--- src/rtl/stall_countdown.sv ---
// stall_countdown: turns the stall detector's countdown request (cd_en/cd_amt)
// into a multi-cycle stall_1 or stall_2 pulse. A one-cycle re-arm guard follows
// each countdown, and a flush aborts the countdown. The block also keeps a
// saturating count of stalled cycles.
//
// Request handshake: cd_en/cd_amt/cd_pipe form a request with no ready signal.
// The request is sampled on a rising edge and accepted only when all of these
// hold: the FSM is in IDLE (cd_busy==0), flush==0, and cd_amt!=0. A request
// that is not accepted is dropped; the detector is expected to re-raise it.
//
// state_dbg encoding: 0 = IDLE, 1 = COUNT, 2 = GUARD.
module stall_countdown #(
    parameter int CNT_W   = 3,
    parameter int MAX_AMT = 7,
    parameter int PERF_W  = 32
) (
    input  logic              clk,
    input  logic              rst_b,
    input  logic              cd_en,
    input  logic [CNT_W-1:0]  cd_amt,
    input  logic              cd_pipe,
    input  logic              flush,
    output logic              stall_1,
    output logic              stall_2,
    output logic              cd_busy,
    output logic [CNT_W-1:0]  cd_remaining,
    output logic [PERF_W-1:0] perf_stalls,
    output logic [1:0]        state_dbg
);

    typedef enum logic [1:0] {
        IDLE  = 2'd0,
        COUNT = 2'd1,
        GUARD = 2'd2
    } state_t;

    localparam logic [CNT_W-1:0]  MAX_C    = CNT_W'(MAX_AMT);
    localparam logic [CNT_W-1:0]  ONE_C    = CNT_W'(1);
    localparam logic [PERF_W-1:0] PERF_MAX = '1;

    state_t             state;
    logic [CNT_W-1:0]   counter;
    logic               pipe_q;
    logic [CNT_W-1:0]   amt_clamped;
    logic               accept;

    // Clamp the requested amount and decide whether an IDLE request is taken.
    always_comb begin
        amt_clamped = cd_amt;
        if (cd_amt > MAX_C) begin
            amt_clamped = MAX_C;
        end
        accept = (state == IDLE) && cd_en && (cd_amt != '0) && !flush;
    end

    // Countdown FSM with registered stall/busy outputs; flush overrides everything.
    always_ff @(posedge clk or negedge rst_b) begin
        if (!rst_b) begin
            state   <= IDLE;
            counter <= '0;
            pipe_q  <= 1'b0;
            stall_1 <= 1'b0;
            stall_2 <= 1'b0;
            cd_busy <= 1'b0;
        end else if (flush) begin
            state   <= IDLE;
            counter <= '0;
            stall_1 <= 1'b0;
            stall_2 <= 1'b0;
            cd_busy <= 1'b0;
        end else begin
            case (state)
                IDLE: begin
                    if (accept) begin
                        state   <= COUNT;
                        counter <= amt_clamped;
                        pipe_q  <= cd_pipe;
                        stall_1 <= !cd_pipe;
                        stall_2 <= cd_pipe;
                        cd_busy <= 1'b1;
                    end
                end
                COUNT: begin
                    // The stall pulse ends on the edge that consumes the last
                    // count. The guard cycle then lets the detector re-evaluate
                    // before it can re-arm.
                    if (counter == ONE_C) begin
                        state   <= GUARD;
                        counter <= '0;
                        stall_1 <= 1'b0;
                        stall_2 <= 1'b0;
                    end else begin
                        counter <= counter - ONE_C;
                        stall_1 <= !pipe_q;
                        stall_2 <= pipe_q;
                    end
                    cd_busy <= 1'b1;
                end
                GUARD: begin
                    state   <= IDLE;
                    counter <= '0;
                    stall_1 <= 1'b0;
                    stall_2 <= 1'b0;
                    cd_busy <= 1'b0;
                end
                default: begin
                    state   <= IDLE;
                    counter <= '0;
                    stall_1 <= 1'b0;
                    stall_2 <= 1'b0;
                    cd_busy <= 1'b0;
                end
            endcase
        end
    end

    // Saturating count of edges on which either stall output is high.
    always_ff @(posedge clk or negedge rst_b) begin
        if (!rst_b) begin
            perf_stalls <= '0;
        end else if ((stall_1 || stall_2) && (perf_stalls != PERF_MAX)) begin
            perf_stalls <= perf_stalls + PERF_W'(1);
        end
    end

    // The counter is zero outside COUNT, so it is also the remaining-cycles output.
    assign cd_remaining = counter;
    assign state_dbg    = state;

endmodule
--- config.mk ---
export PLATFORM = sky130hd
export DESIGN_NAME = stall_countdown
export DESIGN_NICKNAME = d
export VERILOG_FILES = /design/src/rtl/stall_countdown.sv
export SDC_FILE = /design/constraint.sdc
export NUM_CORES = 1
export LEC_CHECK = 0
export BUFFER_PORTS_ARGS = -buffer_cell sky130_fd_sc_hd__buf_4
export CORE_AREA = 4 4 69 71
export CTS_CLUSTER_DIAMETER = 150
export DETAILED_ROUTE_END_ITERATION = 10
export DIE_AREA = 0 0 73 75
export PLACE_DENSITY = 0.78
export SKIP_CTS_REPAIR_TIMING = 1
export SYNTH_ARGS = -nofsm -noshare
export SYNTH_HDL_FRONTEND = slang
export SYNTH_SLANG_ARGS = --single-unit
--- constraint.sdc ---
create_clock -name clk -period 1.9 [get_ports clk]
set_input_delay 0.57 -clock clk [delete_from_list [all_inputs] [get_ports clk]]
set_output_delay 0.57 -clock clk [all_outputs]
set_load 0.01 [all_outputs]
* Yosys cells after proc, flatten, opt, wreduce, memory -nomap -nowiden
Cells that the tools add are included.
Operators by class: muxes and demuxes 20, shift-type cells 0, magnitude comparators 1, reduce and logical (&&, ||, !) cells 12, $mul 0, bitwise gates (word level) 1, eq/ne operators 5, div/mod/pow operators 0, add/subtract/negate cells 2
Operators with widths (count):
- 32-bit by 1-bit adder with 32-bit output, second input constant | 1
- 32-bit != test, second input constant | 1
- 3-bit two-way mux | 4
- 1-bit two-way mux | 8
- 2-bit two-way mux | 3
- 3-bit != test, second input constant | 2
- 1-bit case mux with 2 select lines | 3
- 3-bit case mux with 2 select lines | 1
- 1-bit logical AND | 4
- 2-bit case mux with 2 select lines | 1
- 3-bit by 1-bit equality test with 1-bit output, second input constant | 1
- 3-bit greater-than comparator, second input constant | 1
- 1-bit zero test | 3
- 3-bit AND reduction | 1
- 3-bit nonzero test | 1
- 3-bit by 1-bit subtractor with 3-bit output, second input constant | 1
- 2-bit by 1-bit equality test with 1-bit output, second input constant | 1
- 2-bit zero test | 1
- 2-bit AND reduction | 1
- 1-bit logical OR | 1
- 1-bit inverter | 1
Word-level totals: output and inout bits 40, RAM bits 0, word-level logic and storage cells 48, latch bits 0, ROM bits 0, input port bits 8, memories 0, register bits 41

* Longest topological paths before layout
Gate-level depths: netlist (run 1).
word-level depth 7, depth in mapped cells 7, mapped depth without buffers 7

* Least setup slack after synthesis (run 1)
OpenSTA, ideal clock, no wires.
path kind input to register, start point in cd_amt[2], end point reg counter[2] (netlist: cd_remaining[2]), path buffers 1, required time 1.782 ns, setup slack 0.179 ns, library setup time 0.118 ns, cell stages on the path 5, data arrival time 1.603 ns, path through o311ai_1 and3b_1 buf_2 nor4_1 a21o_1
Between the ends: word-level cells in the longest chain between the ends 5, elaborated cells between the ends (all ways) 9, classes of those cells order compare (1); eq/ne (1); mux (4); reduce/logical (3)
Ends and longest elaborated chain:
- start, declared | RTL line 20 | input logic [CNT_W-1:0] cd_amt,
- 3-bit greater-than comparator | RTL line 50 | if (cd_amt > MAX_C) begin
- 3-bit two-way mux | RTL line 50
- 3-bit two-way mux | RTL line 74 | if (accept) begin
- 3-bit case mux with 2 select lines | RTL line 72 | case (state)
- 3-bit two-way mux | RTL line 65 | end else if (flush) begin
- end signal, assigned | RTL line 76 | counter <= amt_clamped;
- end signal, assigned | RTL line 93 | counter <= counter - ONE_C;
- end, declared | RTL line 42 | logic [CNT_W-1:0] counter;
Parallel ways exist; a longest one is shown, timed or not. The select of a mux whose other input is x is not followed. A chain may end at the register's enable or synchronous reset.

* Worst setup path after layout (run 1)
start point reg perf_stalls[11], end point reg perf_stalls[30]
Between the ends: word-level cells in the longest chain between the ends 2, elaborated cells between the ends (all ways) 3, classes of those cells add/sub (1); eq/ne (1); reduce/logical (1)
Ends and longest elaborated chain:
- start, declared | RTL line 27 | output logic [PERF_W-1:0] perf_stalls,
- start signal, assigned | RTL line 122 | perf_stalls <= perf_stalls + PERF_W'(1);
- parallel branches: the longest is 2 deep, another holds 32-bit by 1-bit adder with 32-bit output
Parallel ways; which one is timed is not known.

==> results of run 1 <==
==> cell type report <==
class / count / area, µm² / share of cell area
Tap cell: 52 / 65.1 / 0.0233
Timing Repair Buffer: 63 / 473 / 0.170
Clock buffer: 7 / 86.3 / 0.0309
Inverter: 3 / 11.3 / 0.00404
Sequential cell: 41 / 1030 / 0.368
Multi-Input combinational cell: 147 / 1130 / 0.404
==> flip-flops by register name (all words and copies together), names as in the netlist <==
signal        count
state_dbg         2
perf_stalls      32
pipe_q            1
stall_2           1
cd_remaining      3
stall_1           1
cd_busy           1
==> cells in the mapped netlist (2+ instances only) <==
master,number,share of area
xnor2_1,23,0.093
a31oi_1,2,0.0058
nor2_1,9,0.016
a22oi_1,2,0.0069
or2_2,2,0.0058
dfrtp_1,41,0.47
and4_1,4,0.016
and3_1,10,0.029
ha_1,3,0.017
nand3_1,17,0.039
xor2_1,6,0.024
inv_1,3,0.0052
nor3_1,3,0.0069
mux2_1,2,0.010
nand4_4,2,0.020
o31ai_1,3,0.010
nand4_1,10,0.029
buf_2,2,0.0046
nor4_4,2,0.020
nand2_1,16,0.028
and4_2,2,0.0092
mux2_2,2,0.010
nand3_2,2,0.0092
==> per-layer routing <==
metal,vias up,GRT usage,share of wire
met5,-,0,0
met4,0,0.0430,0.0076
met3,4,0.0427,0.060
met2,50,0.296,0.49
met1,883,0.246,0.44
li1,848,-,-
==> kinds of logic after synthesis <==
family | count (synthesis)
mux | 5
simple gates | 93
xor+xnor | 29
flops | 41
buf+inv | 7
compound gates | 16
fa+ha+maj | 3
==> metrics by stage <==
| step | std cells | setup WS (ns) | hold WS [ns] | util |
|---|---|---|---|---|
| after floorplan | 194 | 0.179 | 0.274 | - |
| after global placement | 303 | 0.102 | 0.465 | 0.629 |
| after detailed placement | 303 | 0.0580 | 0.475 | 0.629 |
| after CTS | 310 | 0.0451 | 0.272 | 0.650 |
| after global routing | 313 | -0.0000231 | 0.292 | 0.659 |
| final | 313 | 0.0929 | 0.251 | 0.659 |
==> worst paths after layout <==
| kind | startpoint | endpoint | depth (start not counted) |
|---|---|---|---|
| worst max-delay path | perf_stalls[11]$_DFFE_PN0P_ | perf_stalls[30]$_DFFE_PN0P_ | 5 |
| min in group clk | cd_busy$_DFFE_PN0P_ | cd_busy$_DFFE_PN0P_ | 2 |
| max in group asynchronous | rst_b | perf_stalls[7]$_DFFE_PN0P_ | 1 |
| worst max register to register | perf_stalls[11]$_DFFE_PN0P_ | perf_stalls[30]$_DFFE_PN0P_ | 5 |
| worst min register to register | cd_busy$_DFFE_PN0P_ | cd_busy$_DFFE_PN0P_ | 2 |
| worst min-delay path | rst_b | perf_stalls[16]$_DFFE_PN0P_ | 1 |
==> critical path, stage by stage (launching register included) <==
cell and delay, ns:
dfrtp_1 0.51, and4_2 0.31, and4_1 0.25, and3_1 0.20, nand3_1 0.10, mux2_1 0.32
==> where the power goes <==
| group | total, mW | internal [mW] | switching [mW] |
|---|---|---|---|
| Clock | 0.558 | 0.288 | 0.270 |
| Combinational | 0.540 | 0.276 | 0.263 |
| Sequential | 1.09 | 0.966 | 0.128 |
==> impl_metrics.toml, run 1 <==
[outcome]
outcome = "finished, final reports clean"

[critical_path]
cp-end-kind = "flip-flop"
worst_ep_arrival_time_ns = 1.98
r2r_slack_ns = 0.09
worstPathRequired_ns = 2.07
start_kind = "flip-flop"
crit_fanout = 7
crit_type = "flip-flop to flip-flop"

[layout]
syn_to_final_growth_pct = 28.8
antenna_cells = 0
nFillCells = 328
final_area_mm2 = 0.00279
drive_gt1_frac = 0.349
nNetsFinal = 272
layout_common_cells = "63 x buf_4, 41 x dfrtp_1, 23 x xnor2_1"
mostFrequentLayoutCell = "buf_4"

[yosys]
synth_adder_area_share = 0.0173
ys.flop_type = "dfrtp_1"
synth_top_family_by_area = "simple AND/OR/NAND/NOR gates"
async_flop_share = 1.00
synthXorXnorAreaFrac = 0.117
syn_inst = 194
muxShareOfSynthArea = 0.0254
ys_ff_latch = 41
synthSimpleGateAreaFrac = 0.288
synthDistinctLibCells = 49
synth_edf_count = 0
synth_compound_area_frac = 0.0624
syn_avg_cell_area_um2 = 11.2
synth_area_mm2 = 0.00217
syn_nets = 205
seq_area_frac_synth = 0.473
ys_warn_count = 0

[sta]
setup_tns_ns = 0
hold_viol = 0
maxSlewViolCount = 0
clock_skew_ns = 0.00841
period_share = 0.951
worstMarginPinSlew_ns = 0.501
finalSetupViolCount = 0
relSlewSlack = 0.666
period_needed_ns = 1.81
max_freq_mhz = 553

[global_routing]
grt_max_degree = 42
track_usage = 0.182
antenna_found_initial = 0
grt.overflow.total = 0
grt_pass1_wl_um = 7730
grt_pass1_vias = 1647

[cts]
cts_tree = "built"
cts_buffers = 5
root_buffer = "clkbuf_8"
clockBufferDepth = 2
clk_latency_ns = 0.29
cts.clk_slew.worst_paths_ns = 0.08
htree_levels = 2
clock_sinks = 41

[power_and_ir_drop]
ir_drop_uv = 626
p_per_area_mw_per_mm2 = 785
finalPower_mw = 2.19
p_leak_nw = 1.35

[routing]
via_per_inst = 5.70
drt-total-wl_um = 4760
drc = 0
drt_iter0_drc = 118
drt_first_pass_iters = 4
wire_per_inst_um = 15.2
via_count = 1785
ant_nets = 0

[min_path]
hp-class = "input port to asynchronous set/reset pin"

[placed_design]
place.gp.congestion = 0.800
dp_hpwl_um = 3530
place_area_mm2 = 0.00267
port_buffers = 47

[floorplanning]
die_h_um = 75
io_pins = 48
die_area_mm2 = 0.00548
die_w_um = 73
core_mm2 = 0.00423
initial_utilization = 0.512
rows = 24

[flow_run]
cap_violations = 0
(Power assumes the default switching activity.)
==> run 2: changes to the inputs <==
--- a/config.mk
+++ b/config.mk
@@ -5,7 +5,7 @@
 export SDC_FILE = /design/constraint.sdc
 export NUM_CORES = 1
 export LEC_CHECK = 0
-export BUFFER_PORTS_ARGS = -buffer_cell sky130_fd_sc_hd__buf_4
+export BUFFER_PORTS_ARGS = -buffer_cell sky130_fd_sc_hd__buf_2
 export CORE_AREA = 4 4 69 71
 export CTS_CLUSTER_DIAMETER = 150
 export DETAILED_ROUTE_END_ITERATION = 10
==> impl_metrics.toml, run 2 (same netlist as run 1, synthesis figures left out) <==
[routing]
wire_per_inst_um = 15.0
drt_iter0_drc = 105
via_count = 1756
drc = 0
drt-total-wl_um = 4730
drt_first_pass_iters = 4
ant_nets = 0
via_per_inst = 5.57

[layout]
nNetsFinal = 273
final_area_mm2 = 0.00269
antenna_cells = 0
largest_reg_flops = 32
drive_gt1_frac = 0.354
regMostFlops = "perf_stalls"
layout_common_cells = "47 x buf_2, 41 x dfrtp_1, 23 x xnor2_1"
syn_to_final_growth_pct = 24.2
mostFrequentLayoutCell = "buf_2"

[sta]
relSlewSlack = 0.662
period_share = 0.957
setup_ws_ns = 0.0819
finalSetupViolCount = 0
clock_skew_ns = 0.00326
max_freq_mhz = 550
maxSlewViolCount = 0
period_needed_ns = 1.82
setup_tns_ns = 0
hold-worst-slack_ns = 0.322
worstMarginPinSlew_ns = 0.507
hold_viol = 0

[critical_path]
path_cells = "nand3_2, nor4_4, nand2_2, nor4b_2, xor2_1"
critPathTopFamily = "simple AND/OR/NAND/NOR gates"
crit_fanout = 6
crit_buf_inv = 0
cp_slowest_cell = "nor4_4"
cp-end-kind = "flip-flop"
crit_type = "flip-flop to flip-flop"
worstPathRequired_ns = 2.11
start_kind = "flip-flop"
critPathMaxStageDelay_ns = 0.53
worst_ep_arrival_time_ns = 2.03
r2r_slack_ns = 0.08

[placed_design]
pre_cts_slack_ns = 0.0800
dp_hpwl_um = 3500
place_area_mm2 = 0.00255
port_buffers = 47
place.gp.congestion = 0.832

[power_and_ir_drop]
p_per_area_mw_per_mm2 = 822
p_leak_nw = 1.36
ir_drop_uv = 754

[cts]
root_buffer = "clkbuf_8"
htree_levels = 2
cts_buffers = 5
clock_sinks = 41
clk_latency_ns = 0.29
clockBufferDepth = 2
cts.clk_slew.worst_paths_ns = 0.07
cts_tree = "built"

[global_routing]
antenna_found_initial = 0
track_usage = 0.180
grt_pass1_vias = 1654
grt_max_degree = 42
grt_pass1_wl_um = 7660
grt.overflow.total = 0

[flow_run]
cap_violations = 0

[outcome]
outcome = "finished, final reports clean"

[floorplanning]
io_pins = 48
die_h_um = 75
rows = 24
core_mm2 = 0.00423
die_w_um = 73
die_area_mm2 = 0.00548
initial_utilization = 0.512

[min_path]
hp-class = "input port to asynchronous set/reset pin"
run 2: area by class of cell:
cell class | count | area [µm²]
fillers | 345 | 1540
multi-input cells | 147 | 1130
flip-flops and latches | 41 | 1030
repair buffers | 64 | 363
clock buffers | 7 | 96.3
well taps | 52 | 65.1
inverters | 3 | 11.3
clock inverters | 1 | 5.00
run 2: path summary, 6_finish.rpt:
check / start / to / cells after the start
max in group asynchronous: rst_b / perf_stalls[24]$_DFFE_PN0P_ / 2
worst min-delay path: rst_b / perf_stalls[30]$_DFFE_PN0P_ / 2
worst max-delay path: perf_stalls[18]$_DFFE_PN0P_ / perf_stalls[28]$_DFFE_PN0P_ / 5
worst max register to register: perf_stalls[18]$_DFFE_PN0P_ / perf_stalls[28]$_DFFE_PN0P_ / 5
min in group clk: cd_busy$_DFFE_PN0P_ / cd_busy$_DFFE_PN0P_ / 2
worst min register to register: cd_busy$_DFFE_PN0P_ / cd_busy$_DFFE_PN0P_ / 2
run 2: metrics by stage:
| stage | std cells | util | power (mW) |
|---|---|---|---|
| after floorplan | 194 | - | 1.37 |
| after global placement | 304 | 0.603 | 1.57 |
| after detailed placement | 304 | 0.603 | 1.59 |
| after CTS | 312 | 0.627 | 2.21 |
| after global routing | 315 | 0.636 | 2.34 |
| final | 315 | 0.636 | 2.21 |
run 2: where the power goes:
group / total, mW / switching, mW / internal [mW] / leakage [nW]
sequential: 1.09 / 0.125 / 0.966 / 0.552
clock: 0.614 / 0.285 / 0.328 / 0.0542
combinational: 0.509 / 0.269 / 0.240 / 0.749
run 2: routing by layer:
layer / global-route usage / up-vias / wire, µm
met5: 0 / - / 0
met4: 0.0430 / 0 / 55
met3: 0.0387 / 6 / 215
met2: 0.295 / 46 / 2300
met1: 0.245 / 852 / 2160
li1: - / 852 / -
